--- src/rtl/seq_divider.sv ---
// Unsigned restoring divider: one quotient bit per cycle, MSB first, with a
// valid/ready handshake on operands and result.
//
// state | meaning
// IDLE  | waiting for an operand pair (in_ready = 1)
// RUN   | shifting/subtracting, one quotient bit per cycle
// DONE  | result held on the outputs until out_ready (out_valid = 1)
module seq_divider #(
  parameter int WL = 32,
  parameter int WS = 16
) (
  input  logic          clk,
  input  logic          rst_n,
  input  logic          in_valid,
  output logic          in_ready,
  input  logic [WL-1:0] dividend,
  input  logic [WS-1:0] divisor,
  output logic          out_valid,
  input  logic          out_ready,
  output logic [WL-1:0] quotient,
  output logic [WS-1:0] remainder,
  output logic          div_by_zero
);

  localparam int CW = $clog2(WL + 1);

  if (WS > WL) begin : g_ws_check
    $error("seq_divider: WS must not exceed WL");
  end

  typedef enum logic [1:0] {
    IDLE = 2'd0,
    RUN  = 2'd1,
    DONE = 2'd2
  } state_t;

  state_t        state_q, state_d;
  logic [WL-1:0] dvd_q, dvd_d;
  logic [WL-1:0] orig_q, orig_d;
  logic [WS-1:0] dvsr_q, dvsr_d;
  logic [WS:0]   rem_q, rem_d;
  logic [CW-1:0] cnt_q, cnt_d;
  logic          dbz_q, dbz_d;
  logic [WS:0]   rem_shift;
  logic          fits;

  always_ff @(posedge clk) begin
    if (!rst_n) begin
      state_q <= IDLE;
      dvd_q   <= '0;
      orig_q  <= '0;
      dvsr_q  <= '0;
      rem_q   <= '0;
      cnt_q   <= '0;
      dbz_q   <= 1'b0;
    end else begin
      state_q <= state_d;
      dvd_q   <= dvd_d;
      orig_q  <= orig_d;
      dvsr_q  <= dvsr_d;
      rem_q   <= rem_d;
      cnt_q   <= cnt_d;
      dbz_q   <= dbz_d;
    end
  end

  // The dividend register shifts out numerator bits at the top and collects
  // quotient bits at the bottom, so after WL steps it holds the quotient.
  always_comb begin
    state_d   = state_q;
    dvd_d     = dvd_q;
    orig_d    = orig_q;
    dvsr_d    = dvsr_q;
    rem_d     = rem_q;
    cnt_d     = cnt_q;
    dbz_d     = dbz_q;
    rem_shift = {rem_q[WS-1:0], dvd_q[WL-1]};
    fits      = (rem_shift >= {1'b0, dvsr_q});
    in_ready  = (state_q == IDLE);
    out_valid = (state_q == DONE);

    case (state_q)
      IDLE: begin
        if (in_valid) begin
          orig_d = dividend;
          dvsr_d = divisor;
          cnt_d  = '0;
          if (divisor == '0) begin
            dvd_d   = '1;
            rem_d   = {1'b0, dividend[WS-1:0]};
            dbz_d   = 1'b1;
            state_d = DONE;
          end else begin
            dvd_d   = dividend;
            rem_d   = '0;
            dbz_d   = 1'b0;
            state_d = RUN;
          end
        end
      end
      RUN: begin
        cnt_d = cnt_q + 1'b1;
        dvd_d = {dvd_q[WL-2:0], fits};
        rem_d = fits ? (rem_shift - {1'b0, dvsr_q}) : rem_shift;
        if (cnt_q == CW'(WL - 1)) begin
          state_d = DONE;
        end
      end
      DONE: begin
        if (out_ready) begin
          state_d = IDLE;
        end
      end
      default: state_d = IDLE;
    endcase
  end

  assign quotient    = dvd_q;
  assign remainder   = rem_q[WS-1:0];
  assign div_by_zero = dbz_q;

  logic [2*WL-1:0] recon;
  assign recon = (2*WL)'(dvd_q) * (2*WL)'(dvsr_q) + (2*WL)'(rem_q);

  always_ff @(posedge clk) begin
    if (rst_n) begin
      assert (!(in_ready && out_valid));
      if (state_q == DONE && !dbz_q) begin
        assert (recon == (2*WL)'(orig_q));
        assert (rem_q < {1'b0, dvsr_q});
      end
    end
  end

endmodule

--- config.mk ---
export PLATFORM = sky130hd
export DESIGN_NAME = seq_divider
export DESIGN_NICKNAME = d
export VERILOG_FILES = /design/src/rtl/seq_divider.sv
export SDC_FILE = /design/constraint.sdc
export NUM_CORES = 1
export LEC_CHECK = 0
export CAP_MARGIN = 10
export CORE_MARGIN = 1
export CORE_UTILIZATION = 35
export CTS_BUF_LIST = sky130_fd_sc_hd__clkbuf_4 sky130_fd_sc_hd__clkbuf_8
export DETAILED_ROUTE_END_ITERATION = 12
export PLACE_DENSITY = 0.65
export SLEW_MARGIN = 20
export SYNTH_ARGS = -nofsm -noshare
export SYNTH_HDL_FRONTEND = slang
export SYNTH_SLANG_ARGS = --single-unit
export TNS_END_PERCENT = 50
--- constraint.sdc ---
create_clock -name clk -period 2.35 [get_ports clk]
set_input_delay 0.47 -clock clk [delete_from_list [all_inputs] [get_ports clk]]
set_output_delay 0.47 -clock clk [all_outputs]
set_load 0.01 [all_outputs]
After elaboration in Yosys (flattened, before gate mapping) --
Index checks and enable logic that the tools add are counted.
Storage, ports and cells: bits in registers 73, latch bits 0, bits in writable memories 0, bits in read-only memories 0, input bits 52, output and inout port bits 51, logic and storage cells 36, memories 0
Cells by class: add/subtract/negate cells 2, $mul 0, divide/modulo/power cells 0, order comparisons 1, equal/unequal tests 6, shift-type cells 0, mux-type cells 15, bitwise logic cells 0, reductions and logical operators 6
Operators with widths (number):
- 32-bit 2-to-1 mux | 2
- 32-bit case mux with 2 select lines | 1
- 16-bit 2-to-1 mux | 3
- 16-bit case mux with 2 select lines | 1
- 17-bit by 16-bit greater-or-equal comparator with 1-bit output | 1
- 16-bit logical NOT | 1
- 16-bit subtractor | 1
- 6-bit case mux with 2 select lines | 1
- 2-bit 2-to-1 mux | 4
- 6-bit by 1-bit adder with 6-bit output (second input constant) | 1
- 6-bit by 5-bit equality test with 1-bit output (second input constant) | 1
- 6-bit 2-to-1 mux | 1
- 2-bit case mux with 3 select lines | 1
- 2-bit inequality test (second input constant) | 2
- 2-bit AND reduction | 2
- 3-bit AND reduction | 1
- 2-bit by 1-bit equality test with 1-bit output (second input constant) | 1
- 2-bit equality test (second input constant) | 1
- 2-bit logical NOT | 1
- 2-bit by 1-bit inequality test with 1-bit output (second input constant) | 1
- 2-bit nonzero test | 1
- 1-bit 2-to-1 mux | 1

Logic depth before layout (Yosys ltp) --
depth in word-level cells 4, mapped depth 11, gate-level depth less buffers 11

Worst setup path before layout --
No wires, ideal clock.
path type flip-flop to flip-flop, start reg dvd_q[31] (netlist: quotient[31]), end reg rem_q[14], library setup time 0.117 ns, data arrival time 2.288 ns, required time 2.233 ns, path slack -0.056 ns, stages on the path, launching flop included 12, buffers on the path 0, period minus slack after synthesis 2.406 ns, path through dfxtp_1 > inv_1 > ha_1 > inv_1 > fa_1 > a211o_1 > a41oi_1 > nor2_1 > nor2_1 > o21ai_0 > xor2_1 > a32o_1
Between the ends: cells in the longest elaborated chain, start to end 3, elaborated cells between the ends (all ways) 4, classes of those cells add/sub (1); order compare (1); mux (2)
Ends and longest elaborated chain:
- start: declaration | line 38 | logic [WL-1:0] dvd_q, dvd_d;
- start signal: assignment | line 58 | dvd_q <= dvd_d;
- 16-bit subtractor / 17-bit by 16-bit greater-or-equal comparator with 1-bit output (equally long branches) | line 104, 78
- 16-bit 2-to-1 mux * | line 104 | rem_d = fits ? (rem_shift - {1'b0, dvsr_q}) : rem_shift;
- 16-bit case mux with 2 select lines * | line 82 | case (state_q)
- end signal: assignment | line 61 | rem_q <= rem_d;
- end: declaration | line 41 | logic [WS:0] rem_q, rem_d;
Every way passes the cells marked *; elsewhere a longest branch is shown, timed or not. A chain may end at the register's enable or synchronous reset.

Final worst setup path --
start reg dvsr_q[6], end reg rem_q[2]
Between the ends: cells in the longest elaborated chain, start to end 3
Ends and longest elaborated chain:
- start: declaration | line 40 | logic [WS-1:0] dvsr_q, dvsr_d;
- start signal: assignment | line 60 | dvsr_q <= dvsr_d;
- 17-bit by 16-bit greater-or-equal comparator with 1-bit output | line 78 | fits = (rem_shift >= {1'b0, dvsr_q});
- 16-bit 2-to-1 mux | line 104
- 16-bit case mux with 2 select lines | line 82
Every way passes these cells.

==> flow_metrics.py <==
metrics = {
    "synthesis": {
        "synth_top_family_by_area": "compound AO/OA/AOI/OAI gates",
        "ys_ff_latch": 73,
        "synth_edf_count": 0,
        "synth_adder_area_share_pct": 5.35,
        "yosys_warnings": 0,
        "synth_mux_area_share_pct": 3.02,
        "synth.area.top_cells": "dfxtp_1, nand2_1, a21oi_1",
        "syn-num-nets": 635,
        "synth_xor_xnor_area_share_pct": 2.22,
        "yosysTopAreaCell": "dfxtp_1",
        "async_reset_ff_share_pct": 0,
        "synth_cells": 565,
        "syn-cell-area_um2": 4350,
        "synth_compound_area_share_pct": 31.1,
        "synthSimpleGateAreaFrac_pct": 18.9,
        "yosys.area.top_type_share_pct": 33.6,
        "yosysSeqAreaShare_pct": 33.6,
        "ys.flop_type": "dfxtp_1",
        "synth_cell_type_count": 56,
        "syn_area_per_cell_um2": 7.70,
    },
    "hold_path": {
        "hold_depth": 2,
        "hold_path_end": "dvsr_q[5]$_SDFFE_PN0P_",
        "min-delay-start": "dvsr_q[5]$_SDFFE_PN0P_",
        "hp-class": "flip-flop to flip-flop",
    },
    "worst_setup_path": {
        "reg2reg_slack_ns": -0.09,
        "path_class": "flip-flop to flip-flop",
        "cp.depth": 10,
        "slowest_stage": "or3b_4",
        "cp_max_fo": 6,
        "worst-endpoint-required_ns": 2.60,
        "startpoint_type": "flip-flop",
        "slowest_delay_ns": 0.41,
        "reg2regPathDepth": 10,
        "critPathTopFamily": "compound AO/OA/AOI/OAI gates",
        "cp.arrival_ns": 2.69,
        "regToRegStartpoint": "dvsr_q[6]$_SDFFE_PN0P_",
        "r2r_end": "rem_q[2]$_SDFFE_PN0P_",
        "cp-end-kind": "flip-flop",
        "crit_chain": "inv_2 -> ha_4 -> nand4_1 -> or3b_4 -> a31oi_4 -> nor2_4 -> o21ai_4 -> buf_12 -> mux2i_4 -> a211oi_2",
        "crit_buf_inv": 2,
    },
    "finish": {
        "multi_input_area_um2": 2910,
        "antenna_cells": 0,
        "ff_latch_area_um2": 1470,
        "nNetsFinal": 789,
        "final_cell_mix": "clkdlybuf4s50_1, nand2_1, buf_4, dfxtp_1, a21oi_1",
        "layout-drive-gt1-share_pct": 22.8,
        "area_growth_pct": 52.1,
        "fin_cells": 892,
        "nFillCells": 1130,
        "layout_commonest_cell": "clkdlybuf4s50_1",
    },
    "placed_design": {
        "pre_cts_slack_ns": -0.216,
        "dp.cells": 867,
        "hpwl_mm": 10.4,
        "port_buffers": 102,
        "place_congestion": 0.865,
    },
    "run_status": {
        "status": "finished, violations left",
        "violations": "setup timing",
    },
    "global_route": {
        "grt_max_degree": 37,
        "grt_overflow": 0,
        "antenna_found_initial": 0,
        "grtUsageTotal_pct": 23.0,
        "grt_pass1_wl_mm": 23.1,
        "grt_pass1_vias": 4604,
    },
    "cts": {
        "cts_tree": "yes",
        "clock_sinks": 73,
        "clk_latency_ns": 0.38,
        "h-tree-depth": 3,
        "cts_buffer_depth": 2,
        "cts_root_buffer": "clkbuf_8",
        "cts_buffers": 9,
        "clk_pin_slew_ns": 0.08,
    },
    "pwr": {
        "p_seq_share_pct": 24.2,
        "irDropWorstVdd_mv": 0.442,
        "power.total_uw": 6490,
        "power.internal_uw": 4040,
        "power_density_nw_per_um2": 980,
        "power.leakage_uw": 0.00254,
        "p_sw_uw": 2440,
        "p_sw_share_pct": 37.6,
        "clkPwrFrac_pct": 17.4,
        "comb_power_share_pct": 58.4,
    },
    "detailed_routing": {
        "viasPerCell": 5.29,
        "ant_nets": 0,
        "num_vias": 4716,
        "routed_wirelength_mm": 14.3,
        "post_drt_wl_per_cell_um": 16.0,
        "drt_iter0_drc": 256,
        "drc": 0,
        "dr.pass1.iters": 4,
    },
    "timing": {
        "hold_viol_final": 0,
        "min_period_ns": 2.44,
        "worst_slew_pin_slew_ns": 0.966,
        "finClkSkew_ns": 0.0108,
        "whs_ns": 0.465,
        "setup_viol": 14,
        "slew_headroom_pct": 35.4,
        "fin_ws_ns": -0.0891,
        "rsz0062_at_grt": "true",
        "slew_viol_final": 0,
        "fin_crit_sh_pct": 104,
        "max_freq_ghz": 0.410,
    },
    "floorplanning": {
        "initial_core_util_pct": 36.1,
        "die_area_um2": 12900,
        "die_x_um": 113,
        "die_y_um": 113,
        "rows": 40,
        "coreArea_um2": 12100,
        "io_pins": 103,
    },
    "flow_run": {
        "cap_violations": 0,
    },
}
-- power groups by stage --
| stage | logic (µW) | clock network, µW | registers, µW |
|---|---|---|---|
| CTS | 3520 | 1160 | 1570 |
| global placement | 3030 | 0 | 1570 |
| detailed placement | 3050 | 0 | 1570 |
| global route | 4070 | 1210 | 1590 |
| finish | 3790 | 1130 | 1570 |
| floorplan | 1760 | 0 | 1610 |
-- per-layer routing --
metal | vias up | routed length, µm | GRT usage [%]
met2 | 121 | 6900 | 38.3
li1 | 2316 | - | -
met1 | 2260 | 6360 | 28.5
met4 | 0 | 277 | 8.86
met3 | 19 | 782 | 5.79
met5 | - | 0 | 0
-- flip-flops by register name (all words and copies together), names as in the netlist --
signal / cells
state_q: 2
quotient: 32
rem_q: 16
dvsr_q: 16
cnt_q: 6
div_by_zero: 1
-- layout make-up --
class                      instances  area share (%)
timing repair buffer             185            26.0
clock inverter                     3           0.984
sequential                        73            22.3
tap                              168            3.18
inverter                          22            1.25
clock buffer                      13            2.33
multi-input combinational        428            44.1
-- worst max-delay path by stage --
| stage | start | end |
|---|---|---|
| 2_1_floorplan | quotient[31]$_SDFFE_PN0P_ | rem_q[14]$_SDFFE_PN0P_ |
| 3_3_place_gp | dvsr_q[3]$_SDFFE_PN0P_ | rem_q[9]$_SDFFE_PN0P_ |
| 3_5_place_dp | dvsr_q[3]$_SDFFE_PN0P_ | rem_q[9]$_SDFFE_PN0P_ |
| 4_1_cts | dvsr_q[7]$_SDFFE_PN0P_ | rem_q[10]$_SDFFE_PN0P_ |
| 5_1_grt | dvsr_q[6]$_SDFFE_PN0P_ | rem_q[9]$_SDFFE_PN0P_ |
| 6_report | dvsr_q[6]$_SDFFE_PN0P_ | rem_q[2]$_SDFFE_PN0P_ |
-- per-stage QoR --
| step | util [%] | TNS (ns) | instance area (µm²) |
|---|---|---|---|
| final | 54.8 | -0.798 | 6620 |
| after global placement | 49.9 | -2.93 | 6020 |
| after detailed placement | 49.9 | -4.93 | 6020 |
| after CTS | 54.1 | -0.760 | 6520 |
| after floorplan | - | 0 | 4360 |
| after global routing | 54.8 | -2.00 | 6620 |
-- tightest hold or removal path, stage by stage (launching register included) --
cell	delay (ns)
dfxtp_1	0.31
nand2_1	0.04
a21boi_0	0.07
-- cells in the mapped netlist, types with 2 or more instances --
master    count
o211ai_1      4
o21a_1        3
nor2b_1      10
nand4_1       2
a211oi_2      7
xnor2_1       5
dfxtp_1      73
a21oi_1      62
o22ai_1       3
ha_1         17
mux2i_1      12
nand3_1       6
and2_1        4
o21ai_0      44
o21ai_1       2
nor4_1        4
and3_1        3
o31ai_1       3
a31oi_1      22
o211a_1       2
a21boi_0     35
nor2_1       25
or2_2         2
a21o_1        2
nand3b_1     17
xor2_1        6
clkbuf_1     38
a221oi_1      3
inv_1        22
nand2_1      97
a22oi_1       5
-- logic make-up (layout without fill, tap and decap cells) --
family / Yosys count / after routing
compound gates: 210 / 210
simple gates: 176 / 176
flops: 73 / 73
buf+inv: 64 / 223
fa+ha+maj: 18 / 18
mux: 13 / 13
xor+xnor: 11 / 11
-- what timing repair did --
| item | in CTS | in global routing |
|---|---|---|
| setup buffers | 5 | 3 |
| pin swaps | 22 | 19 |
| endpoints found under the setup margin | 17 | 18 |
| hold buffers | 0 | 0 |
| gates cloned | 1 | 0 |
| resized for setup | 43 | 18 |
No activity file was read; power rests on OpenSTA's default activity.
